## src/rtl/pipeline_stage_skid.sv

```systemverilog
// pipeline_stage_skid: elastic pipeline register with a two-entry skid buffer and fully registered in_ready.
// Optional PIPE_STAGE_PERF_EN adds saturating stall_cnt / flush_cnt outputs.
module pipeline_stage_skid #(
  parameter int CTRL_W    = 10,
  parameter int PAYLOAD_W = 197,
  parameter int CNT_W     = 32
) (
  input  logic                 clk,
  input  logic                 reset,
  input  logic                 flush,
  input  logic                 in_valid,
  output logic                 in_ready,
  input  logic [CTRL_W-1:0]    in_ctrl,
  input  logic [PAYLOAD_W-1:0] in_payload,
  output logic                 out_valid,
  input  logic                 out_ready,
  output logic [CTRL_W-1:0]    out_ctrl,
  output logic [PAYLOAD_W-1:0] out_payload,
  output logic [1:0]           occupancy
`ifdef PIPE_STAGE_PERF_EN
  ,
  output logic [CNT_W-1:0]     stall_cnt,
  output logic [CNT_W-1:0]     flush_cnt
`endif
);
  logic main_v_q, main_v_d, skid_v_q, skid_v_d, rdy_q, rdy_d;
  logic [CTRL_W-1:0] main_ctrl_q, main_ctrl_d, skid_ctrl_q, skid_ctrl_d;
  logic [PAYLOAD_W-1:0] main_pl_q, main_pl_d, skid_pl_q, skid_pl_d;
  logic [1:0] occ_q, occ_d;
  logic accept, fire;
  assign accept      = in_valid & rdy_q;
  assign fire        = main_v_q & out_ready;
  assign in_ready    = rdy_q;
  assign out_valid   = main_v_q;
  assign out_ctrl    = main_ctrl_q;
  assign out_payload = main_pl_q;
  assign occupancy   = occ_q;
  always_comb begin
    main_v_d    = main_v_q;
    skid_v_d    = skid_v_q;
    main_ctrl_d = main_ctrl_q;
    skid_ctrl_d = skid_ctrl_q;
    main_pl_d   = main_pl_q;
    skid_pl_d   = skid_pl_q;
    if (flush) begin
      main_v_d    = 1'b0;
      skid_v_d    = 1'b0;
      main_ctrl_d = '0;
      skid_ctrl_d = '0;
    end else if (skid_v_q) begin
      if (fire) begin
        main_ctrl_d = skid_ctrl_q;
        main_pl_d   = skid_pl_q;
        skid_v_d    = 1'b0;
        skid_ctrl_d = '0;
      end
    end else if (accept && (!main_v_q || fire)) begin
      main_v_d    = 1'b1;
      main_ctrl_d = in_ctrl;
      main_pl_d   = in_payload;
    end else if (accept) begin
      skid_v_d    = 1'b1;
      skid_ctrl_d = in_ctrl;
      skid_pl_d   = in_payload;
    end else if (fire) begin
      main_v_d    = 1'b0;
      main_ctrl_d = '0;
    end
    // in_ready is a flop so out_ready never reaches it combinationally
    rdy_d = !skid_v_d;
    occ_d = {skid_v_d, main_v_d & !skid_v_d};
  end
  always_ff @(posedge clk or negedge reset) begin
    if (!reset) begin
      main_v_q    <= 1'b0;
      skid_v_q    <= 1'b0;
      rdy_q       <= 1'b0;
      main_ctrl_q <= '0;
      skid_ctrl_q <= '0;
      main_pl_q   <= '0;
      skid_pl_q   <= '0;
      occ_q       <= '0;
    end else begin
      main_v_q    <= main_v_d;
      skid_v_q    <= skid_v_d;
      rdy_q       <= rdy_d;
      main_ctrl_q <= main_ctrl_d;
      skid_ctrl_q <= skid_ctrl_d;
      main_pl_q   <= main_pl_d;
      skid_pl_q   <= skid_pl_d;
      occ_q       <= occ_d;
    end
  end
`ifdef PIPE_STAGE_PERF_EN
  logic [CNT_W-1:0] stall_q, stall_d, flush_q, flush_d;
  assign stall_cnt = stall_q;
  assign flush_cnt = flush_q;
  always_comb begin
    stall_d = stall_q + CNT_W'(main_v_q && !out_ready && stall_q != '1);
    flush_d = flush_q + CNT_W'(flush && main_v_q && flush_q != '1);
  end
  always_ff @(posedge clk or negedge reset) begin
    if (!reset) begin
      stall_q <= '0;
      flush_q <= '0;
    end else begin
      stall_q <= stall_d;
      flush_q <= flush_d;
    end
  end
`else
  logic [CNT_W-1:0] unused_cnt;
  assign unused_cnt = '0;
`endif
endmodule
```

## config.mk

```make
export PLATFORM = sky130hd
export DESIGN_NAME = pipeline_stage_skid
export DESIGN_NICKNAME = d
export VERILOG_FILES = /design/src/rtl/pipeline_stage_skid.sv
export SDC_FILE = /design/constraint.sdc
export NUM_CORES = 1
export LEC_CHECK = 0
export CORE_ASPECT_RATIO = 1.5
export CORE_UTILIZATION = 50
export DETAILED_ROUTE_END_ITERATION = 7
export GPL_TIMING_DRIVEN = 0
export PLACE_DENSITY = 0.8
export SLEW_MARGIN = 15
export SYNTH_ARGS = -nofsm -noshare
export SYNTH_HDL_FRONTEND = slang
export SYNTH_SLANG_ARGS = --single-unit
```

## constraint.sdc

```tcl
create_clock -name clk -period 2.1 [get_ports clk]
set_input_delay 0.42 -clock clk [delete_from_list [all_inputs] [get_ports clk]]
set_output_delay 0.42 -clock clk [all_outputs]
set_load 0.02 [all_outputs]
```

# Yosys cells after proc, flatten, opt, wreduce, memory -nomap -nowiden
# Index checks and enable logic that the tools add are counted.
op_classes:
  n_eq_ne: 4
  muxes: 23
  n_bitwise: 6
  n_reduce_logical: 11
op_table:
  columns: ["operator", "n"]
  rows:
  - ["two-way mux 197 bit", 3]
  - ["two-way mux 10 bit", 10]
  - ["two-way mux 1 bit", 10]
  - ["AND reduction 3 bit", 3]
  - ["nonzero test 3 bit", 2]
  - ["!= test 4 x 3 -> 1 bit (second input constant)", 1]
  - ["AND reduction 4 bit", 1]
  - ["bitwise AND 1 bit", 3]
  - ["!= test 3 x 2 -> 1 bit (second input constant)", 1]
  - ["!= test 3 bit (second input constant)", 1]
  - ["NOT 1 bit", 3]
  - ["logical NOT 1 bit", 2]
  - ["!= test 2 x 1 -> 1 bit (second input constant)", 1]
  - ["nonzero test 2 bit", 1]
  - ["logical AND 1 bit", 1]
  - ["logical OR 1 bit", 1]
totals:
  regBits: 419
  input_bits: 212
  output_inout_bits: 211
  elab_cells: 52

# Depth between registers and ports, before layout
# Gate-level depths: netlist of the first run.
logic_depth:
  word_depth: 8
  mapped_depth: 6
  mapped_depth_nobuf: 3

# Worst setup path before layout of the first run
# Ideal clock, no wire load.
synth_path:
  path_type: "reg-to-reg"
  from: "register main_v_q, in the netlist out_valid"
  to: "register main_pl_q[163], in the netlist out_payload[163]"
  setup_ns: 0.125
  arrival_ns: 1.754
  path_slack_ns: 0.221
  stages_incl_launch_ff: 6
  path_buffers: 2
  cell_sequence: "dfrtp_1 > and2b_1 > a211oi_4 > buf_6 > buf_4 > mux2_2"
synth_via:
  elab_chain_cells: 5
synth_lines:
  columns: ["item", "line", "text"]
  rows:
  - ["start, declared", "26", "logic main_v_q, main_v_d, skid_v_q, skid_v_d, rdy_q, rdy_d;"]
  - ["start signal, assigned", "84", "main_v_q <= main_v_d;"]
  - ["bitwise AND 1 bit / logical NOT 1 bit (equally long branches)", "32, 57", null]
  - ["logical OR 1 bit", "57", "end else if (accept && (!main_v_q || fire)) begin"]
  - ["logical AND 1 bit", "57", null]
  - ["nonzero test 2 bit (no source line)", null, null]
  - ["AND reduction 3 bit (no source line) *", null, null]
  - ["end signal, assigned", "89", "main_pl_q <= main_pl_d;"]
  - ["end, declared", "28", "logic [PAYLOAD_W-1:0] main_pl_q, main_pl_d, skid_pl_q, skid_pl_d;"]
# Every way passes the cells marked *; elsewhere a longest branch is shown, timed or not.
# A chain may end at the register's enable or synchronous reset.

==> results of run 1 <==
registers in the layout, summed over array words and instances, names as in the netlist:
| signal | flops |
|---|---|
| in_ready | 1 |
| out_valid | 1 |
| out_ctrl | 10 |
| occupancy | 2 |
| out_payload | 197 |
| skid_ctrl_q | 10 |
| skid_pl_q | 197 |
routing by layer:
layer	vias up	track usage (%)	part of all wire (%)
met1	5809	24.0	34
met4	0	12.9	5.0
li1	5154	-	-
met3	105	7.20	7.5
met2	331	43.0	53
met5	-	0	0
Yosys cell counts, types with 2 or more instances:
library cell,instances
mux2_2,585
dfrtp_1,418
buf_2,30
clkbuf_1,26
mux2_1,16
buf_6,12
inv_1,11
nand2b_1,11
mux2i_1,10
o32ai_1,10
or3b_2,10
buf_4,4
nor2_1,3
o21ai_0,3
a21oi_1,2
and2_1,2
nand2_1,2
path summary, 6_finish.rpt:
check	endpoint	cells past startpoint
max	out_payload[135]	7
max in group asynchronous	out_valid	4
max reg2reg	out_payload[135]	7
min reg2reg	out_payload[171]	1
min	skid_pl_q[112]	2
min in group clk	out_payload[171]	1
metrics by stage:
step                      hold slack, ps  setup slack [ps]  utilization [%]
after floorplan                      124               221                -
after detailed placement             388              -975             64.5
after global placement               469            -17730             64.2
final                                405              37.9             69.2
after global routing                 433             -25.3             69.2
after CTS                            424              2.74             68.5
final cells by class:
class,instances,share of cell area [%]
diodes,9,0.0909
plain buffers,73,2.29
clock buffers,55,4.72
clock inverters,18,0.621
inverters,11,0.167
multi-input cells,662,29.5
flip-flops and latches,418,42.2
well taps,478,2.41
repair buffers,435,18.0
power breakdown:
group	internal [mW]	leakage (nW)	switching (mW)
Clock	4.17	0.651	3.09
Combinational	3.88	4.77	2.89
Sequential	10.1	5.06	1.02
Total	18.1	10.5	7.01
critical path: cells and delay by family, from the launching register on:
kind                   cells  cell delay [ps]
buffers and inverters      4              700
flip-flops                 1              390
multiplexers               1              330
AO/OA/AOI/OAI              1              290
AND/OR/NAND/NOR            1              220
logic make-up (layout without fill, tap and decap cells):
logic type             Yosys count  in the layout  share of synthesized area (%)
AO/OA/AOI/OAI                   18             18                          0.847
buffers and inverters           84            592                           2.52
flip-flops                     418            418                           57.6
multiplexers                   611            611                           37.8
other                            0              9                              0
AND/OR/NAND/NOR                 33             33                           1.29
timing repair:
| action | CTS | global route |
|---|---|---|
| endpoints found under the setup margin | 329 | 310 |
| hold buffers | 1 | 0 |
| cloned | 0 | 3 |
| gates resized for setup | 43 | 33 |
| pin swaps | 1 | 1 |
| endpoints found under the hold margin | 53 | 0 |
| buffers inserted | 3 | 2 |
==> results.py, run 1 <==
metrics = {
    "drt": {
        "vias_per_cell": 5.28,
        "vias": 11400,
        "routed_wl_um": 44400,
        "wl_per_cell_um": 20.6,
        "first_iter_violations": 351,
        "drc": 0,
        "ant_nets": 0,
        "drt_pass1_iterations": 4,
    },
    "timing": {
        "period_minus_slack_ps": 2060,
        "rsz0062_at_grt": "yes",
        "drv_slew": 0,
        "finClkSkew_ps": 21.1,
        "timing.fmax_mhz": 485,
        "hold_viol": 0,
        "setup_viol": 0,
        "period_share_pct": 98.2,
        "tightestPinTransition_ps": 612,
        "relSlewSlack_pct": 59.2,
        "tns_ps": 0,
    },
    "critical_path": {
        "start_kind": "flop",
        "cp_cell_sequence": "buf_6, nand3b_1, a211oi_4, buf_6, clkbuf_16, clkbuf_16, mux2_2",
        "rr_startpoint": "occupancy[1]",
        "crit_required_ps": 2510,
        "worstSetupPathType": "reg -> reg",
        "worstPathMaxFanout": 7,
        "critPathCaptureType": "flop",
        "crit_arrival_ps": 2470,
        "ff2ff_setup_slack_ps": 40,
        "startpoint": "occupancy[1]",
        "slowest_delay_ps": 390,
        "crit_slowest_cell": "dfrtp_1",
    },
    "yosys": {
        "synth_top_flop_cell": "dfrtp_1",
        "syn-cell-area_um2": 18200,
        "async_flop_share_pct": 100,
        "syn_avg_cell_area_um2": 15.6,
        "seq_area_frac_synth_pct": 57.6,
        "synth_top_area_share_pct": 57.6,
        "ys_warn_count": 0,
        "ys_top_cells_by_area": "dfrtp_1 (58%), mux2_2 (36%), mux2_1 (0.99%)",
        "synth_edf_count": 0,
        "synth_nets": 1376,
        "synth_cell_types": 26,
        "ys_ff_latch": 418,
        "yosys.area.top_type": "dfrtp_1",
        "synth_cells": 1164,
    },
    "hold_path": {
        "hp-class": "in -> async",
    },
    "clock_network": {
        "clock_latency_ps": 540,
        "clockBufferDepth": 3,
        "clk_pin_slew_ps": 60,
        "root_buffer": "clkbuf_16",
        "cts_sinks": 418,
        "htreeDepth": 2,
        "cts_tree": "yes",
        "numCtsBuffers": 41,
    },
    "layout": {
        "drive_above_1_share_pct": 44.6,
        "final_cell_mix": "mux2_2 (577), clkdlybuf4s50_1 (418), dfrtp_1 (417)",
        "regArea_um2": 10500,
        "fillers": 2556,
        "fin_area_um2": 24800,
        "area_growth_pct": 36.4,
        "nNetsFinal": 1854,
        "layout_commonest_cell": "mux2_2",
        "stdcell_count": 2159,
        "multi_input_area_um2": 7310,
    },
    "floorplanning": {
        "core_area_um2": 35800,
        "dieArea_um2": 37100,
        "die_width_um": 158,
        "placementRows": 85,
        "start_util_pct": 50.7,
        "pin_count": 423,
        "fp.dieH_um": 235,
    },
    "placed_design": {
        "place_inst": 2068,
        "dpl_cell_area_um2": 23100,
        "port_buffers": 422,
        "finalWeightedCongestion": 0.774,
        "dp_hpwl_um": 31900,
    },
    "grt": {
        "antenna_found_initial": 10,
        "grt_overflow": 0,
        "grt_pass1_wl_um": 67900,
        "grt_use_total_pct": 23.8,
        "grt_max_degree": 104,
        "first_global_vias": 12500,
    },
    "job": {
        "maxCapViolCount": 0,
    },
    "outcome": {
        "status": "finished clean",
    },
    "power_and_ir_drop": {
        "p_per_area_nw_per_um2": 1010,
        "vdd_drop_max_mv": 0.925,
        "p_leak_nw": 10.5,
        "finalPower_mw": 25.2,
    },
}
Power figures use the tool's default switching activity.
==> run 2: changes to the inputs <==
- CAP_MARGIN: unset -> 20
- CELL_PAD_IN_SITES_DETAIL_PLACEMENT: unset -> 2
- CELL_PAD_IN_SITES_GLOBAL_PLACEMENT: unset -> 2
- CORE_UTILIZATION: 50 -> 35
- PLACE_DENSITY: 0.8 -> unset
- PLACE_DENSITY_LB_ADDON: unset -> 0.1
- TNS_END_PERCENT: unset -> 100
==> run 2 against run 1 <==
Against the previous run:
- clock skew shrank 10 ps
- total power grew 2.0%
- hold slack lost 73 ps
- maximum frequency shrank 0.97%
- non-clock buffer count grew 5
- clock-buffer cell count grew 18
- wire length grew 19%
- critical path type unchanged
- highest routed layer is now met5
==> results.py, run 2 (same netlist as run 1, synthesis figures left out) <==
metrics = {
    "outcome": {
        "status": "finished clean",
    },
    "clock_network": {
        "cts_sinks": 418,
        "clock_latency_ps": 550,
        "cts_tree": "yes",
        "clk_pin_slew_ps": 60,
        "numCtsBuffers": 45,
        "clockBufferDepth": 3,
        "root_buffer": "clkbuf_16",
        "htreeDepth": 2,
    },
    "critical_path": {
        "start_kind": "flop",
        "ff2ff_setup_slack_ps": 20,
        "reg2reg_depth": 7,
        "slowest_delay_ps": 400,
        "startpoint": "occupancy[1]",
        "critPathCaptureType": "flop",
        "crit_required_ps": 2520,
        "worstSetupPathType": "reg -> reg",
        "timing.rr.end": "out_payload[115]",
        "rr_startpoint": "occupancy[1]",
        "cp_cell_sequence": "buf_6, nand3b_1, a211oi_4, buf_6, clkbuf_16, buf_12, mux2_2",
        "cp_common_cell": "buf_6",
        "crit_slowest_cell": "dfrtp_1",
        "worstPathMaxFanout": 10,
        "crit_arrival_ps": 2500,
    },
    "layout": {
        "finalCoreUtilization_pct": 49.6,
        "final_cell_mix": "mux2_2 (557), clkdlybuf4s50_1 (418), dfrtp_1 (417)",
        "fillers": 4756,
        "area_growth_pct": 39.1,
        "layout_commonest_cell": "mux2_2",
        "drive_above_1_share_pct": 44.2,
        "nNetsFinal": 1863,
        "fin_area_um2": 25300,
    },
    "floorplanning": {
        "placementRows": 101,
        "fp.dieH_um": 281,
        "pin_count": 423,
        "core_area_um2": 50900,
        "die_width_um": 188,
        "dieArea_um2": 52900,
        "start_util_pct": 35.7,
    },
    "timing": {
        "finClkSkew_ps": 10.8,
        "drv_slew": 0,
        "timing.fmax_mhz": 480,
        "tightestPinTransition_ps": 617,
        "relSlewSlack_pct": 58.9,
        "period_share_pct": 99.2,
        "setup_viol": 0,
        "timing.final.ws_setup_ps": 17.7,
        "rsz0062_at_grt": "yes",
        "tns_ps": 0,
        "hold_viol": 0,
        "period_minus_slack_ps": 2080,
    },
    "placed_design": {
        "finalWeightedCongestion": 0.747,
        "dp_hpwl_um": 37700,
        "pre_cts_slack_ps": -1140,
        "port_buffers": 422,
        "dpl_cell_area_um2": 23400,
    },
    "drt": {
        "first_iter_violations": 212,
        "vias_per_cell": 4.90,
        "routed_wl_um": 52900,
        "drt_pass1_iterations": 4,
        "drc": 0,
        "ant_nets": 0,
        "vias": 11600,
        "wl_per_cell_um": 22.4,
    },
    "grt": {
        "grt_max_degree": 98,
        "first_global_vias": 13500,
        "grt_pass1_wl_um": 80300,
        "antenna_found_initial": 16,
        "grt_overflow": 0,
        "grt_use_total_pct": 19.9,
    },
    "power_and_ir_drop": {
        "p_leak_nw": 10.6,
        "vdd_drop_max_mv": 0.524,
        "p_per_area_nw_per_um2": 1020,
    },
    "job": {
        "maxCapViolCount": 0,
    },
    "hold_path": {
        "hp-class": "in -> async",
    },
}
## run 2: changes by cell type in the layout (fill, tap and decap cells not counted), sizes merged
| cell | delta |
|---|---|
| clkbuf | +21 |
| clkinvlp | -4 |
| buf | +1 |
| bufinv | -1 |
| clkinv | -7 |
| dlymetal6s2s | +1 |
| inv | -1 |
## run 2: where the power goes
group          leakage (nW)  total [mW]  switching, mW  internal [mW]
clock network         0.666        7.55           3.19           4.36
registers              5.06        11.2           1.06           10.1
logic                  4.90        6.96           2.99           3.97
## run 2: stage by stage
stage / total power [mW] / hold slack [ps] / std cells
after floorplan: 14.6 / 124 / 1164
after global placement: 17.8 / 472 / 2255
after detailed placement: 18.1 / 306 / 2261
after CTS: 25.9 / 309 / 2345
after global routing: 26.9 / 339 / 2358
final: 25.7 / 332 / 2360
## run 2: how the worst max path moves through the flow
stage                             to  slack [ps]
finish              out_payload[115]          20
CTS                      out_ctrl[9]         -90
global route        out_payload[114]         -50
detailed placement    skid_pl_q[134]       -1140
global placement     out_payload[61]      -18820
floorplan           out_payload[163]         220
## run 2: layout make-up
class | instances | area [µm²] | share of cell area [%]
Multi-Input combinational cell | 662 | 7380 | 29.2
Clock buffer | 73 | 1310 | 5.19
Timing Repair Buffer | 440 | 4570 | 18.1
Clock inverter | 5 | 50.0 | 0.198
Buffer | 73 | 594 | 2.35
Tap cell | 669 | 837 | 3.31
Antenna cell | 9 | 22.5 | 0.0891
Sequential cell | 418 | 10500 | 41.4
Inverter | 11 | 41.3 | 0.163
## run 2: timing repair
action                                 4_1_cts  5_1_grt
gates resized for setup                     47       53
pin swaps                                    2        1
endpoints found under the hold margin       28        0
gates cloned                                 0        5
hold buffers                                 1        0
setup endpoints to repair                  327      221
setup buffers                                5        1
## run 2: metal layers
layer,share of wire (%),track usage (%),wire length (µm)
met1,36,21.5,19200
met2,54,36.2,28400
met3,7.6,6.37,4010
met4,2.3,6.80,1210
met5,0.21,0,111
## run 2: critical path: cells and delay by family (launching register included)
kind,cells,cell delay (ps)
multiplexers,1,340
AO/OA/AOI/OAI,1,300
flip-flops,1,400
buffers and inverters,4,690
AND/OR/NAND/NOR,1,220
==> run 3: changes to the inputs <==
- REMOVE_ABC_BUFFERS: unset -> 1
==> run 3 against run 2 <==
Against the previous run:
- the run now ends with negative setup slack left
- clock-buffer cell count fell by 3
- clock power rose by 4.0%
- global-route usage rose by 0.62 points
- die area did not move
- sequential share of layout area fell by 2.4 points
- clock skew rose by 2.9 ps
- core utilization rose by 3.1 points
- register-to-register slack got worse by 300 ps
- critical path depth rose by 3
- sequential power barely moved
- largest cell class unchanged
==> results.py, run 3 (same netlist as run 1, synthesis figures left out) <==
metrics = {
    "layout": {
        "layout_commonest_cell": "mux2_2",
        "finalCoreUtilization_pct": 52.7,
        "nNetsFinal": 1887,
        "drive_above_1_share_pct": 46.9,
        "final_cell_mix": "mux2_2 (468), clkdlybuf4s50_1 (417), dfrtp_1 (416)",
        "area_growth_pct": 47.6,
    },
    "timing": {
        "whs_ps": 416,
        "period_minus_slack_ps": 2380,
        "tightestPinTransition_ps": 789,
        "period_share_pct": 113,
        "rsz0062_at_grt": "yes",
        "drv_slew": 0,
        "relSlewSlack_pct": 47.4,
        "setup_viol": 309,
        "hold_viol": 0,
        "finClkSkew_ps": 13.7,
        "timing.final.ws_setup_ps": -279,
        "timing.fmax_mhz": 420,
    },
    "critical_path": {
        "rr_startpoint": "occupancy[1]",
        "critPathCaptureType": "flop",
        "crit_required_ps": 2530,
        "cp_cell_sequence": "buf_16, nand3b_1, a211oi_4, buf_6, buf_12, buf_12, buf_12, buf_4, clkbuf_16, mux2_2",
        "timing.rr.end": "out_payload[167]",
        "crit_arrival_ps": 2810,
        "crit_slowest_cell": "dfrtp_4",
        "path_buf_inv": 7,
        "crit_family": "buffers and inverters",
        "start_kind": "flop",
        "ff2ff_setup_slack_ps": -280,
        "worstPathMaxFanout": 7,
        "cp_common_cell": "buf_12",
        "worstSetupPathType": "reg -> reg",
        "reg2reg_depth": 10,
        "slowest_delay_ps": 520,
    },
    "grt": {
        "grt_overflow": 0,
        "grt_use_total_pct": 20.5,
        "antenna_found_initial": 13,
        "grt_max_degree": 98,
        "grt_pass1_wl_um": 83300,
        "first_global_vias": 13600,
    },
    "floorplanning": {
        "core_area_um2": 50900,
        "die_width_um": 188,
        "start_util_pct": 35.7,
        "dieArea_um2": 52900,
        "fp.dieH_um": 281,
        "pin_count": 423,
        "placementRows": 101,
    },
    "clock_network": {
        "htreeDepth": 2,
        "root_buffer": "clkbuf_16",
        "cts_tree": "yes",
        "clock_latency_ps": 560,
        "cts_sinks": 418,
        "clockBufferDepth": 3,
        "numCtsBuffers": 46,
        "clk_pin_slew_ps": 60,
    },
    "drt": {
        "wl_per_cell_um": 25.2,
        "vias": 11900,
        "drc": 0,
        "routed_wl_um": 60000,
        "ant_nets": 0,
        "drt_pass1_iterations": 4,
        "first_iter_violations": 275,
        "vias_per_cell": 5.00,
    },
    "outcome": {
        "failed_checks": "negative setup slack",
        "status": "finished, violations left",
    },
    "placed_design": {
        "port_buffers": 422,
        "dp_hpwl_um": 35300,
        "finalWeightedCongestion": 0.744,
    },
    "power_and_ir_drop": {
        "p_leak_nw": 11.5,
        "vdd_drop_max_mv": 0.679,
        "finalPower_mw": 26.8,
        "p_per_area_nw_per_um2": 997,
    },
    "hold_path": {
        "hp-class": "in -> async",
    },
    "job": {
        "maxCapViolCount": 0,
    },
}
run 3: cell types whose count changed in the layout (fill, tap and decap cells not counted), moves of 13 or more:
cell / change
mux2_2: -89
buf_4: +18
clkbuf_2: -19
buf_12: +17
mux2_4: +101
buf_2: -24
clkbuf_1: -13
run 3: final cells by class:
cell class / instances / area, µm²
sequential: 418 / 10500
multi-input combinational: 663 / 7780
antenna: 7 / 17.5
clock inverter: 10 / 53.8
fill: 4570 / 24100
tap: 669 / 837
timing repair buffer: 535 / 6250
clock buffer: 70 / 1380
inverter: 11 / 41.3
run 3: worst max-delay path by stage:
stage / start / endpoint / depth (start not counted)
after floorplan: occupancy[1] / out_payload[0] / 3
after global placement: reset / skid_pl_q[110] / 1
after detailed placement: out_ready / out_payload[78] / 9
after CTS: occupancy[1] / out_payload[168] / 11
after global routing: occupancy[1] / out_payload[135] / 11
final: occupancy[1] / out_payload[167] / 10
run 3: stage by stage:
stage | instances | TNS, ps | worst slack (ps) | area [µm²]
final | 2383 | -45690 | -279 | 26800
after global routing | 2383 | -69840 | -365 | 26800
after CTS | 2329 | -60950 | -297 | 25600
after detailed placement | 2214 | -470140 | -1550 | 23400
after global placement | 2182 | - | -18720 | 22800
after floorplan | 1091 | -3090670 | -8910 | 17800
run 3: report_power, final:
group / switching [mW] / leakage [nW] / internal (mW)
combinational: 3.21 / 5.76 / 4.45
sequential: 1.13 / 5.06 / 10.1
clock: 3.34 / 0.718 / 4.51
run 3: layer usage:
metal	track usage [%]	vias up	part of all wire (%)
li1	-	5216	-
met1	21.9	6253	36
met2	37.9	322	54
met3	5.84	102	6.4
met4	7.50	12	3.2
met5	0	-	0.12
run 3: repair_timing:
action / CTS / global route
hold endpoints to repair: 66 / 0
hold buffers: 1 / 0
setup buffers: 26 / 31
setup endpoints to repair: 410 / 382
resized for setup: 68 / 156
gates cloned: 8 / 17
pin swaps: 2 / 2
==> patch 1, RTL diff (settings of run 1) <==
`PAYLOAD_W`: 197 -> 201.
--- a/src/rtl/pipeline_stage_skid.sv
+++ b/src/rtl/pipeline_stage_skid.sv
@@ -3,5 +3,5 @@
 module pipeline_stage_skid #(
   parameter int CTRL_W    = 10,
-  parameter int PAYLOAD_W = 197,
+  parameter int PAYLOAD_W = 201,
   parameter int CNT_W     = 32
 ) (
Interface: changed (resized in_payload and out_payload); port bits go from 423 to 431. The function was not compared with the original's and may differ.
==> patch 1 against run 1 <==
Clock skew shrank 12 ps. Total power shrank 0.10%. Non-clock buffer count grew 1. Sequential cell count grew 8. Final area grew 2.3%. Critical path type is now flip-flop to output port. Setup slack gained 14 ps. Count of clock-buffer cells in the layout grew 6. Sequential share of layout area shrank 0.15 points. Area after synthesis grew 4.7%. Wire length grew 2.8%. Cell count grew 1.3%.
==> patch 1: results (changes against run 1) <==
R2R Setup Slk = 120 ps (+80 ps)
via/cell ratio = 5.29 (+0.16%)
largest net degree at the start of global routing = 107 (+2.9%)
synth top area cells = dfrtp_1 56%, mux2_1 18%, mux2_2 14%, mux2_4 5.5%, buf_6 1.1%
status = complete, no violations
share of layout cells above drive strength 1 = 26.9% (-18 points)
H-tree depth = 2 (unchanged)
global-route wire length before repair = 71.5 mm (+5.4%)
predominant post-synthesis flop cell = dfrtp_1
worst clock skew = 8.82 ps (-12.2 ps)
initial antenna violation count = 11 (+1)
YS warnings = 0 (unchanged)
Worst VDD drop = 0.000811 V (-12%)
met2 WL = 24.5 mm (+3.5%)
Hold/Removal Path Class = input port to asynchronous set/reset pin
metal1 wirelength = 16.5 mm (+9.0%)
Yosys cell types = 28 (+7.7%)
Seq/Total Area, Yosys = 56.0% (-1.5 points)
Critical-path top delay cell = clkdlybuf4s50_1
input/output buffers = 430 (+1.9%)
Pleak = 0.0109 µW (+3.8%)
post-synth net total = 1,402 (+1.9%)
WL final = 45.7 mm (+2.8%)
CTS Root Cell = clkbuf_16
Slew @ Worst Pin = 573 ps (-39.4 ps)
hold slack = 407 ps (+1.57 ps)
first drt pass iteration count = 4 (unchanged)
Synth async-reset ratio = 100% (unchanged)
Global Route Usage Sum = 23.7% (-0.15 points)
Reg2Reg Depth = 5 (-2)
CTS max path bufs = 3 (unchanged)
hpwl dp = 33.6 mm (+5.5%)
Crit Path Max Fanout = 5 (-2)
GP Congestion = 0.830 (+7.2%)
fillers = 2,693 (+5.4%)
Crit path largest cell delay = 670 ps (+280 ps)
setup_tns = 0 ps (unchanged)
met3 WL = 2.76 mm (-17%)
vias in the first global route = 12,907 (+3.0%)
Arr. time, crit path = 1630 ps (-840 ps)
TritonCTS Buffers = 41 (unchanged)
Crit path max-delay family = buffers and inverters
starting DRC count in detailed routing = 457 (+30%)
Worst-path clk slew = 60 ps (about the same)
worst skew pair latency = 530 ps
Top Metal Used = met5
nets = 1,879 (+1.3%)
Post-synth top cells = 426 x dfrtp_1, 299 x mux2_1, 244 x mux2_2, 70 x mux2_4
-- patch 1: power by group --
part / total, µW / switching, µW / internal, µW
clock network: 7000 / 3010 / 3990
logic: 6750 / 2970 / 3780
registers: 11400 / 1080 / 10300
total: 25100 / 7060 / 18100
-- patch 1: per-stage QoR --
stage,area [µm²],std cells,worst slack [ps],power (µW),utilization [%]
4_1_cts,25300,2176,6.40,25400,67.4
3_3_place_gp,23900,2105,-17960,18000,63.7
6_report,25400,2187,52.1,25100,67.5
2_1_floorplan,19000,1186,281,14800,-
5_1_grt,25300,2186,0.591,26300,67.5
3_5_place_dp,24100,2109,-405,18300,64.1
-- patch 1: cell type report --
class | instances | share of cell area [%]
sequential | 426 | 42.1
multi-input combinational | 674 | 30.2
timing repair buffer | 435 | 17.5
clock buffer | 61 | 4.66
buffer | 74 | 2.68
tap | 489 | 2.41
clock inverter | 6 | 0.232
inverter | 11 | 0.163
antenna | 11 | 0.109
-- patch 1: path summary, 6_finish.rpt --
| path | startpoint | endpoint |
|---|---|---|
| min in group clk | out_payload[191] | out_payload[191] |
| worst max register to register | occupancy[1] | out_payload[112] |
| worst max-delay path | in_ready | in_ready |
| worst min-delay path | reset | skid_pl_q[132] |
| worst min register to register | out_payload[191] | out_payload[191] |
| max in group asynchronous | reset | skid_pl_q[48] |
-- patch 1: layer usage --
| metal | vias to the layer above | track usage (%) |
|---|---|---|
| li1 | 5207 | - |
| met4 | 2 | 11.7 |
| met5 | - | 0 |
| met2 | 349 | 43.0 |
| met1 | 5916 | 25.6 |
| met3 | 91 | 5.81 |
-- patch 1: what timing repair did --
| item | in CTS | in global routing |
|---|---|---|
| buffers inserted | 0 | 0 |
| pin swaps | 0 | 0 |
| endpoints found under the hold margin | 61 | 0 |
| resized for setup | 10 | 8 |
| endpoints found under the setup margin | 92 | 90 |
| hold buffers | 1 | 0 |
-- patch 1: cell families after synthesis --
logic type             share of synthesized area (%)
DFF                                             56.0
AOI/OAI and AO/OA                              0.855
and+or+nand+nor                                 1.24
buffers and inverters                           3.68
muxes                                           38.2
==> patch 2, RTL diff (settings of run 1) <==
Without the edit above. Build with the macro `PIPE_STAGE_PERF_EN` defined.
--- a/src/rtl/pipeline_stage_skid.sv
+++ b/src/rtl/pipeline_stage_skid.sv
@@ -1,4 +1,6 @@
 // pipeline_stage_skid: elastic pipeline register with a two-entry skid buffer and fully registered in_ready.
 // Optional PIPE_STAGE_PERF_EN adds saturating stall_cnt / flush_cnt outputs.
+`define PIPE_STAGE_PERF_EN
+
 module pipeline_stage_skid #(
   parameter int CTRL_W    = 10,
Check against the original RTL (old outputs only; new: flush_cnt and stall_cnt): no difference found for any inputs over 4 cycles, from zero or initial values and one cycle with reset low; that may be too few to reach the edited logic, so the function may still have changed.
==> patch 2 against run 1 <==
The flow now finishes with violations (negative hold slack, negative setup slack). Combinational power increased by 35%. Global-route usage increased by 4.8 points. Wire length increased by 49%. Sequential cell count increased by 64. Area after synthesis increased by 18%. Final area increased by 22%. Total power increased by 23%. Setup slack got worse by 470 ps. Critical path type unchanged. Largest cell class unchanged. Highest routed layer unchanged.
==> patch 2: results (changes against run 1) <==
status = complete, but fails checks
failing checks = negative hold slack, negative setup slack
comb_multi_in = 1,227 (+85%)
Crit path largest cell delay = 420 ps (+30 ps)
CTS sink cnt = 482 (+15%)
largest net degree at the start of global routing = 109 (+4.8%)
Non-clk bufs = 676 (+33%)
Worst Slack Setup Final = -433 ps (-471 ps)
Worst VDD drop = 0.000770 V (-17%)
hpwl dp = 43.1 mm (+35%)
final setup violation count = 52 (+52)
hold slack = -211 ps (-616 ps)
Post-synth top cells = 621 x nand2_1, 482 x dfrtp_1, 264 x mux2_2, 130 x mux2_4, 47 x xnor2_1
NonClk Buf Share = 21.2% (+0.89 points)
Seq/Total Area, Yosys = 56.4% (-1.2 points)
Vias = 16,625 (+46%)
multi-input combinational area share = 31.0% (+1.5 points)
met3 WL = 4.48 mm (+35%)
met2 WL = 34.2 mm (+44%)
Critical-path top delay cell = dfrtp_2
Global Route Usage Sum = 28.7% (+4.8 points)
clock buffers = 71 (+29%)
Clock-cell share = 5.16% (-0.19 points)
GP Congestion = 0.857 (+11%)
metal1 wirelength = 22.5 mm (+48%)
Slew headroom = 60.7% (+1.5 points)
Critical R2R Launch = stall_cnt[28]
input/output buffers = 485 (+15%)
antenna cells = 22 (+13)
post-synth net total = 2,029 (+47%)
Final Hold Fails = 83 (+83)
via/cell ratio = 5.44 (+3.0%)
Arr. time, crit path = 3010 ps (+540 ps)
vias in the first global route = 17,708 (+41%)
[patch 2: cell families (layout without fill, tap and decap cells)]
| kind of cell | Yosys count | count (layout) | synth area share (%) |
|---|---|---|---|
| buffers and inverters | 104 | 762 | 2.60 |
| DFF | 482 | 482 | 56.4 |
| other | 0 | 22 | 0 |
| xor gates and xnor gates | 60 | 60 | 2.46 |
| adders and majority gates | 4 | 4 | 0.234 |
| and+or+nand+nor | 727 | 727 | 14.0 |
| muxes | 394 | 394 | 23.0 |
| AOI/OAI and AO/OA | 42 | 42 | 1.37 |
[patch 2: power breakdown]
part / internal [µW] / leakage (µW) / total, µW / switching [µW]
Clock: 4990 / 0.000774 / 8670 / 3680
Combinational: 4830 / 0.00773 / 9160 / 4330
Sequential: 11600 / 0.00599 / 13100 / 1480
[patch 2: repair_timing]
| action | 4_1_cts | 5_1_grt |
|---|---|---|
| gates resized for setup | 84 | 105 |
| endpoints found under the hold margin | 83 | 83 |
| setup buffers | 50 | 38 |
| pin swaps | 67 | 48 |
| gates cloned | 2 | 0 |
| endpoints found under the setup margin | 253 | 368 |
[patch 2: worst max path at each step]
stage,from,endpoint,cells past startpoint
after floorplan,flush_cnt[18],flush_cnt[13],9
after global placement,reset,flush_cnt[14],1
after detailed placement,in_valid,skid_pl_q[98],9
after CTS,flush_cnt[21],flush_cnt[23],11
after global routing,stall_cnt[28],stall_cnt[15],11
final,stall_cnt[28],stall_cnt[15],11
[patch 2: per-stage QoR]
stage                     setup WS [ps]  setup TNS (ps)
after global routing               -437          -13410
after CTS                          -193           -4550
after global placement           -21930        -9898080
after floorplan                    -284           -7550
after detailed placement           -547         -201900
final                              -433          -10130
